<file path="config.mk">
export PLATFORM = sky130hd
export DESIGN_NAME = multdiv_ctrl_flat
export DESIGN_NICKNAME = d
export VERILOG_FILES = /design/src/rtl/multdiv_ctrl_if.sv /design/src/rtl/multdiv_ctrl.sv /design/src/flat_wrapper.sv
export SDC_FILE = /design/constraint.sdc
export NUM_CORES = 1
export LEC_CHECK = 0
export ABC_CLOCK_PERIOD_IN_PS = 7450
export BUFFER_PORTS_ARGS = -buffer_cell sky130_fd_sc_hd__buf_2
export CORE_MARGIN = 5
export CORE_UTILIZATION = 40
export DETAILED_ROUTE_END_ITERATION = 16
export PLACE_DENSITY = 0.66
export SLEW_MARGIN = 20
export SYNTH_ARGS = -nofsm -noshare
export SYNTH_HDL_FRONTEND = slang
export SYNTH_SLANG_ARGS = --single-unit
</file>
<file path="constraint.sdc">
create_clock -name clock -period 7.45 [get_ports clock]
set_input_delay 0 -clock clock [delete_from_list [all_inputs] [get_ports clock]]
set_output_delay 0 -clock clock [all_outputs]
set_load 0.005 [all_outputs]
</file>
<file path="src/rtl/multdiv_ctrl_if.sv">
// Signal bundle between the execute stage, the multdiv unit and the multdiv sequencer.
// The slave modport is the sequencer's view; master is the surrounding pipeline/unit.
interface multdiv_ctrl_if;
  logic        issue_valid;
  logic        issue_op;
  logic [31:0] issue_a;
  logic [31:0] issue_b;
  logic [4:0]  issue_rd;
  logic        flush;
  logic [31:0] md_operandA;
  logic [31:0] md_operandB;
  logic        md_ctrl_MULT;
  logic        md_ctrl_DIV;
  logic [31:0] md_result;
  logic        md_exception;
  logic        md_resultRDY;
  logic        stall;
  logic        busy;
  logic        wb_valid;
  logic [4:0]  wb_rd;
  logic [31:0] wb_data;
  logic        wb_exception;

  modport slave (
    input  issue_valid, issue_op, issue_a, issue_b, issue_rd, flush,
    input  md_result, md_exception, md_resultRDY,
    output md_operandA, md_operandB, md_ctrl_MULT, md_ctrl_DIV,
    output stall, busy, wb_valid, wb_rd, wb_data, wb_exception
  );

  modport master (
    output issue_valid, issue_op, issue_a, issue_b, issue_rd, flush,
    output md_result, md_exception, md_resultRDY,
    input  md_operandA, md_operandB, md_ctrl_MULT, md_ctrl_DIV,
    input  stall, busy, wb_valid, wb_rd, wb_data, wb_exception
  );
endinterface

</file>
<file path="src/rtl/multdiv_ctrl.sv">
// Sequences one MULT/DIV through the shared multdiv unit: start pulse, stall until
// ready or timeout, then a single writeback (or exception record to rstatus).
module multdiv_ctrl #(
  parameter int TIMEOUT       = 40,
  parameter int EXC_RD        = 30,
  parameter int MULT_EXC_CODE = 4,
  parameter int DIV_EXC_CODE  = 5,
  parameter int TMO_EXC_CODE  = 7
) (
  input logic           clock,
  input logic           reset,
  multdiv_ctrl_if.slave bus
);
  // state | meaning
  // IDLE  | nothing in flight; accept issue_valid & !flush
  // START | one-cycle ctrl_MULT/ctrl_DIV pulse, RDY ignored
  // WAIT  | count cycles until resultRDY or timeout
  // DONE  | one-cycle writeback, pipeline released
  typedef enum logic [1:0] {S_IDLE, S_START, S_WAIT, S_DONE} state_t;
  localparam int CW = $clog2(TIMEOUT);

  state_t        state_q, state_d;
  logic [CW-1:0] cnt_q, cnt_d;
  logic          op_q;
  logic [31:0]   a_q, b_q;
  logic [4:0]    rd_q;
  logic          wb_valid_q, wb_exc_q;
  logic [4:0]    wb_rd_q;
  logic [31:0]   wb_data_q;
  logic          accept, tmo_hit, finish;

  assign accept  = (state_q == S_IDLE) && bus.issue_valid && !bus.flush;
  assign tmo_hit = (cnt_q == CW'(TIMEOUT - 1));
  assign finish  = (state_q == S_WAIT) && !bus.flush && (bus.md_resultRDY || tmo_hit);
  assign cnt_d   = (state_q == S_WAIT) ? cnt_q + CW'(1) : '0;

  always_ff @(posedge clock or posedge reset) begin
    if (reset) state_q <= S_IDLE;
    else       state_q <= state_d;
  end

  always_comb begin
    state_d = state_q;
    if (bus.flush) begin
      state_d = S_IDLE;
    end else begin
      case (state_q)
        S_IDLE:  if (bus.issue_valid) state_d = S_START;
        S_START: state_d = S_WAIT;
        S_WAIT:  if (bus.md_resultRDY || tmo_hit) state_d = S_DONE;
        default: state_d = S_IDLE;
      endcase
    end
  end

  always_ff @(posedge clock or posedge reset) begin
    if (reset) begin
      cnt_q      <= '0;
      op_q       <= 1'b0;
      a_q        <= '0;
      b_q        <= '0;
      rd_q       <= '0;
      wb_valid_q <= 1'b0;
      wb_rd_q    <= '0;
      wb_data_q  <= '0;
      wb_exc_q   <= 1'b0;
    end else begin
      cnt_q <= cnt_d;
      if (accept) begin
        op_q <= bus.issue_op;
        a_q  <= bus.issue_a;
        b_q  <= bus.issue_b;
        rd_q <= bus.issue_rd;
      end
      // writeback record lives for exactly the DONE cycle
      wb_valid_q <= 1'b0;
      wb_rd_q    <= '0;
      wb_data_q  <= '0;
      wb_exc_q   <= 1'b0;
      if (finish) begin
        if (bus.md_resultRDY && !bus.md_exception) begin
          wb_valid_q <= (rd_q != 5'd0);
          wb_rd_q    <= rd_q;
          wb_data_q  <= bus.md_result;
        end else begin
          wb_valid_q <= 1'b1;
          wb_rd_q    <= 5'(EXC_RD);
          wb_exc_q   <= 1'b1;
          if (!bus.md_resultRDY) wb_data_q <= 32'(TMO_EXC_CODE);
          else if (op_q)         wb_data_q <= 32'(DIV_EXC_CODE);
          else                   wb_data_q <= 32'(MULT_EXC_CODE);
        end
      end
    end
  end

  always_comb begin
    bus.stall        = 1'b0;
    bus.md_ctrl_MULT = 1'b0;
    bus.md_ctrl_DIV  = 1'b0;
    bus.wb_valid     = 1'b0;
    bus.wb_rd        = '0;
    bus.wb_data      = '0;
    bus.wb_exception = 1'b0;
    case (state_q)
      S_IDLE:  bus.stall = bus.issue_valid && !bus.flush;
      S_START: begin
        bus.stall        = 1'b1;
        bus.md_ctrl_MULT = !op_q;
        bus.md_ctrl_DIV  = op_q;
      end
      S_WAIT:  bus.stall = 1'b1;
      default: begin
        // a flush arriving in DONE still kills the writeback
        if (wb_valid_q && !bus.flush) begin
          bus.wb_valid     = 1'b1;
          bus.wb_rd        = wb_rd_q;
          bus.wb_data      = wb_data_q;
          bus.wb_exception = wb_exc_q;
        end
      end
    endcase
  end

  assign bus.busy        = (state_q != S_IDLE);
  assign bus.md_operandA = a_q;
  assign bus.md_operandB = b_q;
endmodule

</file>
<file path="src/flat_wrapper.sv">
// flat-port wrapper written by rule: the top's interface ports become plain ports
module multdiv_ctrl_flat 
#(
  parameter int TIMEOUT       = 40,
  parameter int EXC_RD        = 30,
  parameter int MULT_EXC_CODE = 4,
  parameter int DIV_EXC_CODE  = 5,
  parameter int TMO_EXC_CODE  = 7
)
  (clock, reset, bus_issue_valid, bus_issue_op, bus_issue_a, bus_issue_b, bus_issue_rd, bus_flush, bus_md_result, bus_md_exception, bus_md_resultRDY, bus_md_operandA, bus_md_operandB, bus_md_ctrl_MULT, bus_md_ctrl_DIV, bus_stall, bus_busy, bus_wb_valid, bus_wb_rd, bus_wb_data, bus_wb_exception);
  multdiv_ctrl_if bus_i ();
  input logic clock;
  input logic reset;
  input wire logic [$bits(bus_i.issue_valid)-1:0] bus_issue_valid;
  input wire logic [$bits(bus_i.issue_op)-1:0] bus_issue_op;
  input wire logic [$bits(bus_i.issue_a)-1:0] bus_issue_a;
  input wire logic [$bits(bus_i.issue_b)-1:0] bus_issue_b;
  input wire logic [$bits(bus_i.issue_rd)-1:0] bus_issue_rd;
  input wire logic [$bits(bus_i.flush)-1:0] bus_flush;
  input wire logic [$bits(bus_i.md_result)-1:0] bus_md_result;
  input wire logic [$bits(bus_i.md_exception)-1:0] bus_md_exception;
  input wire logic [$bits(bus_i.md_resultRDY)-1:0] bus_md_resultRDY;
  output wire logic [$bits(bus_i.md_operandA)-1:0] bus_md_operandA;
  output wire logic [$bits(bus_i.md_operandB)-1:0] bus_md_operandB;
  output wire logic [$bits(bus_i.md_ctrl_MULT)-1:0] bus_md_ctrl_MULT;
  output wire logic [$bits(bus_i.md_ctrl_DIV)-1:0] bus_md_ctrl_DIV;
  output wire logic [$bits(bus_i.stall)-1:0] bus_stall;
  output wire logic [$bits(bus_i.busy)-1:0] bus_busy;
  output wire logic [$bits(bus_i.wb_valid)-1:0] bus_wb_valid;
  output wire logic [$bits(bus_i.wb_rd)-1:0] bus_wb_rd;
  output wire logic [$bits(bus_i.wb_data)-1:0] bus_wb_data;
  output wire logic [$bits(bus_i.wb_exception)-1:0] bus_wb_exception;
  assign bus_i.issue_valid = bus_issue_valid;
  assign bus_i.issue_op = bus_issue_op;
  assign bus_i.issue_a = bus_issue_a;
  assign bus_i.issue_b = bus_issue_b;
  assign bus_i.issue_rd = bus_issue_rd;
  assign bus_i.flush = bus_flush;
  assign bus_i.md_result = bus_md_result;
  assign bus_i.md_exception = bus_md_exception;
  assign bus_i.md_resultRDY = bus_md_resultRDY;
  assign bus_md_operandA = bus_i.md_operandA;
  assign bus_md_operandB = bus_i.md_operandB;
  assign bus_md_ctrl_MULT = bus_i.md_ctrl_MULT;
  assign bus_md_ctrl_DIV = bus_i.md_ctrl_DIV;
  assign bus_stall = bus_i.stall;
  assign bus_busy = bus_i.busy;
  assign bus_wb_valid = bus_i.wb_valid;
  assign bus_wb_rd = bus_i.wb_rd;
  assign bus_wb_data = bus_i.wb_data;
  assign bus_wb_exception = bus_i.wb_exception;
  multdiv_ctrl #(.TIMEOUT(TIMEOUT), .EXC_RD(EXC_RD), .MULT_EXC_CODE(MULT_EXC_CODE), .DIV_EXC_CODE(DIV_EXC_CODE), .TMO_EXC_CODE(TMO_EXC_CODE)) u_core (.clock(clock), .reset(reset), .bus(bus_i));
endmodule
</file>
# Word-level counts from Yosys, hierarchy flattened
# Index checks and enable logic that the tools add are counted.
[totals]
regBits = 117
latch_bits = 0
mem_bits_rw = 0
rom_bits = 0
inputBits = 108
out_inout_bits = 107
word_cells = 59
n_memories = 0
[classes]
n_addsub = 1
mul = 0
n_div = 0
order_cmp = 0
eq_ne = 5
shifts = 0
n_mux = 26
n_bitwise = 0
reduce_logical = 17
[ops]
columns = ["operator", "count"]
rows = [
  ["32-bit two-way mux", 5],
  ["5-bit two-way mux", 4],
  ["1-bit two-way mux", 11],
  ["1-bit logical AND", 7],
  ["6-bit by 1-bit adder with 6-bit output (second input constant)", 1],
  ["6-bit == test (second input constant)", 1],
  ["2-bit two-way mux", 3],
  ["6-bit two-way mux", 1],
  ["3-bit inequality test (second input constant)", 2],
  ["2-bit one-hot mux with 3 select lines", 1],
  ["5-bit nonzero test", 1],
  ["1-bit logical NOT", 3],
  ["3-bit OR reduction", 1],
  ["2-bit by 1-bit == test with 1-bit output (second input constant)", 1],
  ["2-bit == test (second input constant)", 1],
  ["2-bit logical NOT", 1],
  ["1-bit one-hot mux with 2 select lines", 1],
  ["2-bit AND reduction", 1],
  ["2-bit nonzero test", 1],
  ["2-bit OR reduction", 1],
  ["1-bit logical OR", 1],
]

# Depth between registers and ports, before layout
# Gate-level depths: netlist (run 1).
[logic_depth]
depth_word = 5
mapped_depth = 6
ltp_nobuf = 6

# Worst setup path before layout (run 1)
# Ideal clock, no wire load.
[synth_path]
path_kind = "register to register"
start = "register u_core.state_q[1]"
end = "register u_core.a_q[0] (netlist: u_core.bus.md_operandA[0])"
setup_ps = 125
t_arrival_ps = 1434
required_time_ps = 7325
path_slack_ps = 5891
stages_incl_launch_ff = 7
path_buffers = 2
synth_period_minus_slack_ps = 1559
path_cell_list = "dfrtp_1 inv_1 ha_1 nand3b_1 buf_2 buf_2 mux2_2"
[synth_via]
elab_chain_cells = 3
[synth_lines]
columns = ["element", "line", "source"]
rows = [
  ["from (decl)", "multdiv_ctrl.sv:22", "state_t state_q, state_d;"],
  ["from (signal assigned)", "multdiv_ctrl.sv:39", "else state_q <= state_d;"],
  ["2-bit logical NOT", "multdiv_ctrl.sv:32", "assign accept = (state_q == S_IDLE) && bus.issue_valid && !bus.flush;"],
  ["1-bit logical AND (2 in a row)", "multdiv_ctrl.sv:32", ""],
  ["to (signal assigned)", "multdiv_ctrl.sv:71", "a_q <= bus.issue_a;"],
  ["to (decl)", "multdiv_ctrl.sv:25", "logic [31:0] a_q, b_q;"],
]
# No other way between the ends.
# A chain may end at the register's enable or synchronous reset.

# Worst setup path after layout (run 1)
[layout_path]
start = "register u_core.state_q[1]"
end = "output port bus_wb_data[1]"
[layout_via]
elab_chain_cells = 3
word_cells_on_any_way = 5
classes_between = "2 x eq/ne; 1 x mux; 2 x reduce/logical"
[layout_lines]
columns = ["element", "line", "source"]
rows = [
  ["2-bit by 1-bit == test with 1-bit output (tied with other cells)", "multdiv_ctrl.sv:105", "case (state_q)"],
  ["3-bit OR reduction (no line) (*)", "--", ""],
  ["32-bit two-way mux (*)", "multdiv_ctrl.sv:105", ""],
  ["to (decl)", "flat_wrapper.sv:31", "output wire logic [$bits(bus_i.wb_data)-1:0] bus_wb_data;"],
]
# Mark *: on every way between the ends. The rest lies on a longest branch, timed or not.

==> metrics.md, run 1 <==
| Metric | Value |
|---|---|
| Post-Place Worst Slack | `around 5.6 ns` |
| HP Class | `input pin to flop` |
| Setup bufs post-CTS | `0` |
| HPWL Detailed | `7.67 mm` |
| RSZ-0062 raised after global routing | `no` |
| Reg-to-reg setup timing slack | `5.24 ns` |
| Worst flop-to-flop path endpoint | `u_core.wb_data_q[1]` |
| Status | `finished clean` |
| Worst R2R Path Depth | `5` |
| CP Cell Sequence | `ha_1 > nand2_1 > nor2_2 > and2_1 > buf_2` |
| Yosys warns | `0` |
| Commonest non-fill, non-tap cell in the layout | `buf_2` |
| Share of the synthesized area in the top cell type | `a little under two thirds` |
| Synth top area cells | `dfrtp_1 (63%), mux2_2 (17%), and2_1 (9.9%)` |
| Buf+Inv Stages, Crit Path | `1` |
| Switch share | `between 20% and 30%` |
| Tmin final | `2.21 ns` |
| WP depth | `5` |
| Worst slew pin tran | `slightly above 1 ns` |
| Clock Path Buffers | `2` |
| Total Routing Usage GR | `roughly a fifth` |
| Layout Utilization | `between 60% and 70%` |
| Synth unique cells | `25` |
| Largest family of logic cells by synthesized area | `multiplexers` |
| Placed cell count | `roughly 680` |
| Compound-cell area share of the yosys netlist | `less than 1%` |
| Initial antenna violation count | `0` |
| Adder-cell share of the synthesized area | `approximately 1.6%` |
| Final Setup Violations | `0` |
| WL final | `between 10 and 15 mm` |
| Mux cell area share after synthesis | `between 10% and 20%` |
| Vias in the first global route | `4191` |
| Post-synthesis sequential element count | `between 100 and 150` |
| Largest net degree at the start of global routing | `61` |
| Die X | `between 100 and 150 um` |
| CTS H-Tree Depth | `4` |
| Antenna diode count | `0` |
| CP Capture Point | `bus_wb_data[1]` |
| Internal power | `around 1.8 mW` |
| Flop pwr share | `between 30% and 40%` |
| Gpl congestion | `~0.73` |
| Synth Area in Simple Gates | `a little over an eighth` |
| Die area | `around 14000 um^2` |
| Static leakage | `3.85 nW` |
| Via/cell ratio | `around 4.5` |
| Worst VDD drop | `about 200 uV` |
| Pwr Total | `~2.5 mW` |
| Cell family with most CP delay | `simple AND/OR/NAND/NOR gates` |
| Final TNS setup | `0 ns` |
| Post_cts resized | `0` |
| Area Growth Syn to Fin | `63.0%` |
| Crit path DAT | `2.21 ns` |
| Mapped Cells | `between 300 and 400` |
| Avg Inst Size Synth | `about 14 um^2` |
| Critical path fanouts, max | `39` |
| IO Count | `between 200 and 250` |
| Critical path launch point type | `flop` |
| Placed cell areas | `about 6000 um^2` |
| Clock-pin slew on the worst setup and hold paths | `about 0.05 ns` |
| Fraction of layout cells with a size suffix above 1 | `47.5%` |
| CTS buffer count | `17` |
| Clk sinks | `between 100 and 150` |
| Buffers on Ports | `~210` |
| PD cells | `around 330 nW/um^2` |
| Root Driver | `clkbuf_16` |
| Slew margin rel. | `a little under a third` |
| Synth Cell Area | `~4600 um^2` |
| Data required time at the worst endpoint | `about 7.5 ns` |
| Critical-path top delay cell | `nor2_2` |
| CTS tree | `built` |
| Grt ovf | `0` |
| Hold Slack | `approximately 0.16 ns` |
| Psw | `between 0.6 and 0.7 mW` |
| Setup ws final | `between 5 and 6 ns` |
| FP Rows | `39` |
| WL/cell | `between 15 and 20 um` |
| Most area-hungry cell type in the Yosys netlist | `dfrtp_1` |
| Placeable Area | `11400 um^2` |
| CP Capture Type | `primary output` |
| Peak Freq | `~450 MHz` |
| Layout Nets | `~780` |
| Vias | `~3600` |
| Synth Area in XOR/XNOR | `less than 1%` |
| Initial DRC count | `around 120` |
| Post-Syn Nets | `448` |
| Maxcap violations | `0` |
| Worst-skew pair later-pin latency | `~0.40 ns` |
| Worst clock skew | `roughly 0.011 ns` |
| Slew Limit Fails | `0` |
| Starting Density | `a little over 40%` |
| Non-filler cells, final | `just over 800` |
| RR Startpoint | `u_core.state_q[0]` |
| Final design area excluding fillers | `between 7000 and 8000 um^2` |
| Comb pwr share | `about a quarter` |
| Most frequent cells in the layout | `buf_2 (214), dfrtp_1 (117), dlygate4sd3_1 (107), and2_1 (73), mux2_2 (70)` |
| Register area share after synthesis | `63.4%` |
| # DRC | `0` |
| Hold Path Depth | `4` |
| Critical path class | `flop to primary output` |
| Clk pwr share | `34.9%` |
| Final ANT Viol Nets | `0` |
| First-pass GRT wire length | `around 21 mm` |
| CP max stage delay | `0.77 ns` |
| Worst setup startpoint | `u_core.state_q[1]` |
| Die height | `roughly 120 um` |
| First-pass DRT Iterations | `4` |
| Fin. Hold Viols | `0` |
| Period Utilization, post-route | `between 20% and 30%` |
==> synth_stat cells <==
master and n:
and2_1 73, nand2b_1 3, nor4_1 1, a21oi_1 6
xnor2_1 3, buf_6 1, mux2i_1 2, xor2_1 1
dfrtp_1 117, nand2_1 3, nand3_1 2, mux2_2 70
ha_1 6, o21ai_0 1, and4bb_1 1, or3b_1 1
nor3_1 1, nor2b_1 4, nor2_1 14, nand3b_1 1
nor3b_1 2, o21a_1 1, clkbuf_1 7, inv_1 5
buf_2 8
==> metal layers <==
metal,GRT usage (%),part of all wire [%]
met1,21.5,40
met5,0,0
met4,6.60,1.6
met2,32.8,52
met3,6.59,7.2
==> power groups by stage <==
stage	Clock (mW)	Sequential, mW	Combinational, mW
after floorplan	0	0.967	0.290
after global routing	0.906	0.982	0.705
after global placement	0	0.947	0.582
after CTS	0.876	0.951	0.643
after detailed placement	0	0.957	0.594
final	0.855	0.956	0.640
==> sequential cells by signal, summed over array words and instances, names as in the netlist, 2 cells and up <==
| signal | count |
|---|---|
| u_core.bus.md_operandA | 32 |
| u_core.bus.md_operandB | 32 |
| u_core.wb_data_q | 32 |
| u_core.cnt_q | 6 |
| u_core.rd_q | 5 |
| u_core.wb_rd_q | 5 |
| u_core.state_q | 2 |
==> final cells by class <==
| cell class | count | area (um^2) |
|---|---|---|
| Clock buffer | 22 | 474 |
| Fill cell | 844 | 3850 |
| Clock inverter | 9 | 149 |
| Timing Repair Buffer | 325 | 2170 |
| Sequential cell | 117 | 2930 |
| Inverter | 5 | 21.3 |
| Tap cell | 143 | 179 |
| Multi-Input combinational cell | 196 | 1600 |
==> worst reg2reg max path, delay by kind of cell (launching register included) <==
kind            cells  cell delay (ns)
buf+inv             2             0.69
simple gates        1             0.54
flops               1             0.41
fa+ha+maj           1             0.35
compound gates      1             0.16
==> repair_timing <==
action,in CTS,in global routing
endpoints found under the setup margin,0,0
hold buffers,107,0
hold endpoints to repair,163,0
==> cells by family after synthesis <==
family,Yosys count
AO/OA/AOI/OAI,8
XOR/XNOR,4
adder cells (fa/ha/maj),6
buffers and inverters,21
flip-flops,117
multiplexers,72
AND/OR/NAND/NOR,106
==> how the worst min path moves through the flow <==
| stage | from | endpoint | slack (ns) |
|---|---|---|---|
| finish | bus_md_exception | u_core.wb_rd_q[1] | 0.16 |
| CTS | bus_md_exception | u_core.wb_rd_q[1] | 0.16 |
| global placement | reset | u_core.bus.md_operandA[21] | 0.17 |
| detailed placement | reset | u_core.bus.md_operandA[21] | 0.18 |
| global route | bus_md_exception | u_core.wb_rd_q[1] | 0.19 |
| floorplan | bus_flush | u_core.state_q[0] | 0.07 |
Note: power is estimated with default switching activity, not from simulation.
==> run 2, diff against run 1 <==
--- a/config.mk
+++ b/config.mk
@@ -5,12 +5,12 @@
 export SDC_FILE = /design/constraint.sdc
 export NUM_CORES = 1
 export LEC_CHECK = 0
-export ABC_CLOCK_PERIOD_IN_PS = 7450
+export ABC_CLOCK_PERIOD_IN_PS = 2000
 export BUFFER_PORTS_ARGS = -buffer_cell sky130_fd_sc_hd__buf_2
 export CORE_MARGIN = 5
 export CORE_UTILIZATION = 40
 export DETAILED_ROUTE_END_ITERATION = 16
-export PLACE_DENSITY = 0.66
+export PLACE_DENSITY = 0.69
 export SLEW_MARGIN = 20
 export SYNTH_ARGS = -nofsm -noshare
 export SYNTH_HDL_FRONTEND = slang
==> constraint.sdc (replaced) <==
create_clock -name clock -period 2 [get_ports clock]
set_input_delay 0 -clock clock [delete_from_list [all_inputs] [get_ports clock]]
set_output_delay 0 -clock clock [all_outputs]
set_load 0.005 [all_outputs]
==> run 2 against run 1 <==
- utilization grew 1.1 points
- worst hold slack gained 0.0054 ns
- combinational power grew to 3.8 times the previous value
- sequential power grew to 3.7 times the previous value
- via count grew 1.6%
- worst setup slack lost 5.1 ns
==> metrics.md, run 2 (synthesis gave the netlist of run 1 again) <==
| Metric | Value |
|---|---|
| Status | `finished clean` |
| Worst slew pin tran | `0.611 ns (-0.418 ns)` |
| Clock-pin slew on the worst setup and hold paths | `0.05 ns (about the same)` |
| # DRC | `0 (unchanged)` |
| Layout Nets | `780 (+0.52%)` |
| Fillers | `832 (-1.4%)` |
| Via/cell ratio | `4.50 (+1.0%)` |
| Die X | `117 um (unchanged)` |
| Pwr Total | `9.34 mW (+280%)` |
| RR Startpoint | `u_core.state_q[0]` |
| Final Setup Violations | `0 (unchanged)` |
| HPWL Detailed | `7.86 mm (+2.5%)` |
| Critical path fanouts, max | `40 (+2.6%)` |
| FP Rows | `39 (unchanged)` |
| Die height | `117 um (unchanged)` |
| Layout Utilization | `67.2% (+1.1 points)` |
| Root Driver | `clkbuf_16` |
| Initial DRC count | `166 (+43%)` |
| Most frequent cells in the layout | `buf_2 (214), dfrtp_1 (117), dlygate4sd3_1 (108), and2_1 (73), mux2_2 (70)` |
| Slew margin rel. | `59.2% (+28 points)` |
| Antenna diode count | `0 (unchanged)` |
| Worst clock skew | `0.00524 ns (-0.00588 ns)` |
| Reg-to-reg setup timing slack | `0.25 ns (-4.99 ns)` |
| CP Capture Type | `primary output` |
| Period Utilization, post-route | `90.7%` |
| Static leakage | `3.90 nW (+1.2%)` |
| Final design area excluding fillers | `7640 um^2 (+1.6%)` |
| CTS tree | `built` |
| Post_cts resized | `0 (unchanged)` |
| Clock Path Buffers | `2 (unchanged)` |
| Critical path class | `flop to primary output` |
| Data required time at the worst endpoint | `2.00 ns (-5.45 ns)` |
| Peak Freq | `551 MHz` |
| Placed cell areas | `5890 um^2 (+1.1%)` |
| Worst flop-to-flop path endpoint | `u_core.bus.md_operandB[11]` |
| WL/cell | `15.1 um (-0.61%)` |
| Clk sinks | `117 (unchanged)` |
| HP Class | `input pin to flop` |
| Tmin final | `about 1.8 ns` |
| Die area | `13800 um^2 (unchanged)` |
| Worst VDD drop | `814 uV (+310%)` |
| Vias in the first global route | `4219 (+0.67%)` |
| Gpl congestion | `0.728 (+0.36%)` |
| CTS buffer count | `17 (unchanged)` |
| Slew Limit Fails | `0 (unchanged)` |
| Initial antenna violation count | `0 (unchanged)` |
| CP Capture Point | `bus_stall` |
| Final ANT Viol Nets | `0 (unchanged)` |
| Crit path DAT | `1.81 ns (-0.40 ns)` |
| Total Routing Usage GR | `18.8% (-0.11 points)` |
| CTS H-Tree Depth | `4 (unchanged)` |
| RSZ-0062 raised after global routing | `no` |
| Grt ovf | `0 (unchanged)` |
| Placeable Area | `11400 um^2 (unchanged)` |
| Worst-skew pair later-pin latency | `0.40 ns (about the same)` |
| Final TNS setup | `0 ns (unchanged)` |
| Worst setup startpoint | `u_core.state_q[0]` |
| IO Count | `215 (unchanged)` |
| Starting Density | `40.6% (unchanged)` |
| Maxcap violations | `0 (unchanged)` |
| Vias | `3703 (+1.6%)` |
| Critical path launch point type | `flop` |
| WL final | `12.4 mm (unchanged)` |
| Hold Slack | `0.161 ns (+0.00539 ns)` |
| Largest net degree at the start of global routing | `48 (-21%)` |
| Buffers on Ports | `214 (unchanged)` |
| Commonest non-fill, non-tap cell in the layout | `buf_2` |
| PD cells | `1220 nW/um^2 (+270%)` |
| Area Growth Syn to Fin | `65.7%` |
| Worst R2R Path Depth | `6 (+1)` |
| Fin. Hold Viols | `0 (unchanged)` |
| First-pass DRT Iterations | `4 (unchanged)` |
| First-pass GRT wire length | `21.1 mm (-0.78%)` |
| Fraction of layout cells with a size suffix above 1 | `47.9% (+0.39 points)` |
-- run 2: worst min-delay path by stage --
stage,depth (start not counted),from,slack (ns),to
after floorplan,1,bus_flush,0.07,u_core.state_q[0]
after global placement,2,reset,0.09,u_core.wb_data_q[18]
after detailed placement,2,reset,0.09,u_core.wb_data_q[18]
after CTS,4,bus_md_exception,0.16,u_core.wb_rd_q[1]
after global routing,4,bus_md_exception,0.22,u_core.wb_rd_q[1]
final,4,bus_md_exception,0.16,u_core.wb_rd_q[1]
-- run 2: area by class of cell --
type	instances	area, um^2	area share (%)
multi-input combinational	196	1600	20.9
clock buffer	20	467	6.10
clock inverter	12	199	2.60
sequential	117	2930	38.3
inverter	5	22.5	0.295
tap	143	179	2.34
timing repair buffer	329	2250	29.5
-- run 2: timing repair --
item	in CTS	in global routing
setup buffers	0	1
hold endpoints to repair	128	0
setup endpoints to repair	0	1
hold buffers	108	0
-- run 2: worst max-delay path, cell delays in order, from the launching register on --
cell	delay (ns)
dfrtp_1	0.42
inv_1	0.12
ha_1	0.21
nand3b_1	0.16
buf_12	0.22
a21oi_1	0.15
buf_2	0.13
-- run 2: per-layer routing --
metal	share of wire, %	vias up	wire [um]	global-route usage [%]
met5	0	-	0	0
met4	2.3	0	291	7.25
met3	8.5	22	1050	7.46
met2	51	152	6300	31.9
met1	39	1767	4790	21.1
li1	-	1762	-	-
-- run 2: stage by stage --
stage | std cells | setup slack, ns
2_1_floorplan | 334 | 0.441
3_3_place_gp | 681 | 0.349
6_report | 822 | 0.186
4_1_cts | 821 | 0.0601
3_5_place_dp | 681 | 0.254
5_1_grt | 822 | 0.0504
-- run 2: power by group --
group          total, mW  internal [mW]  leakage, nW  switching (mW)
logic               2.42           1.45         2.10           0.974
registers           3.56           3.15         1.48           0.413
clock network       3.36           2.31        0.326            1.05
total               9.34           6.91         3.90            2.44
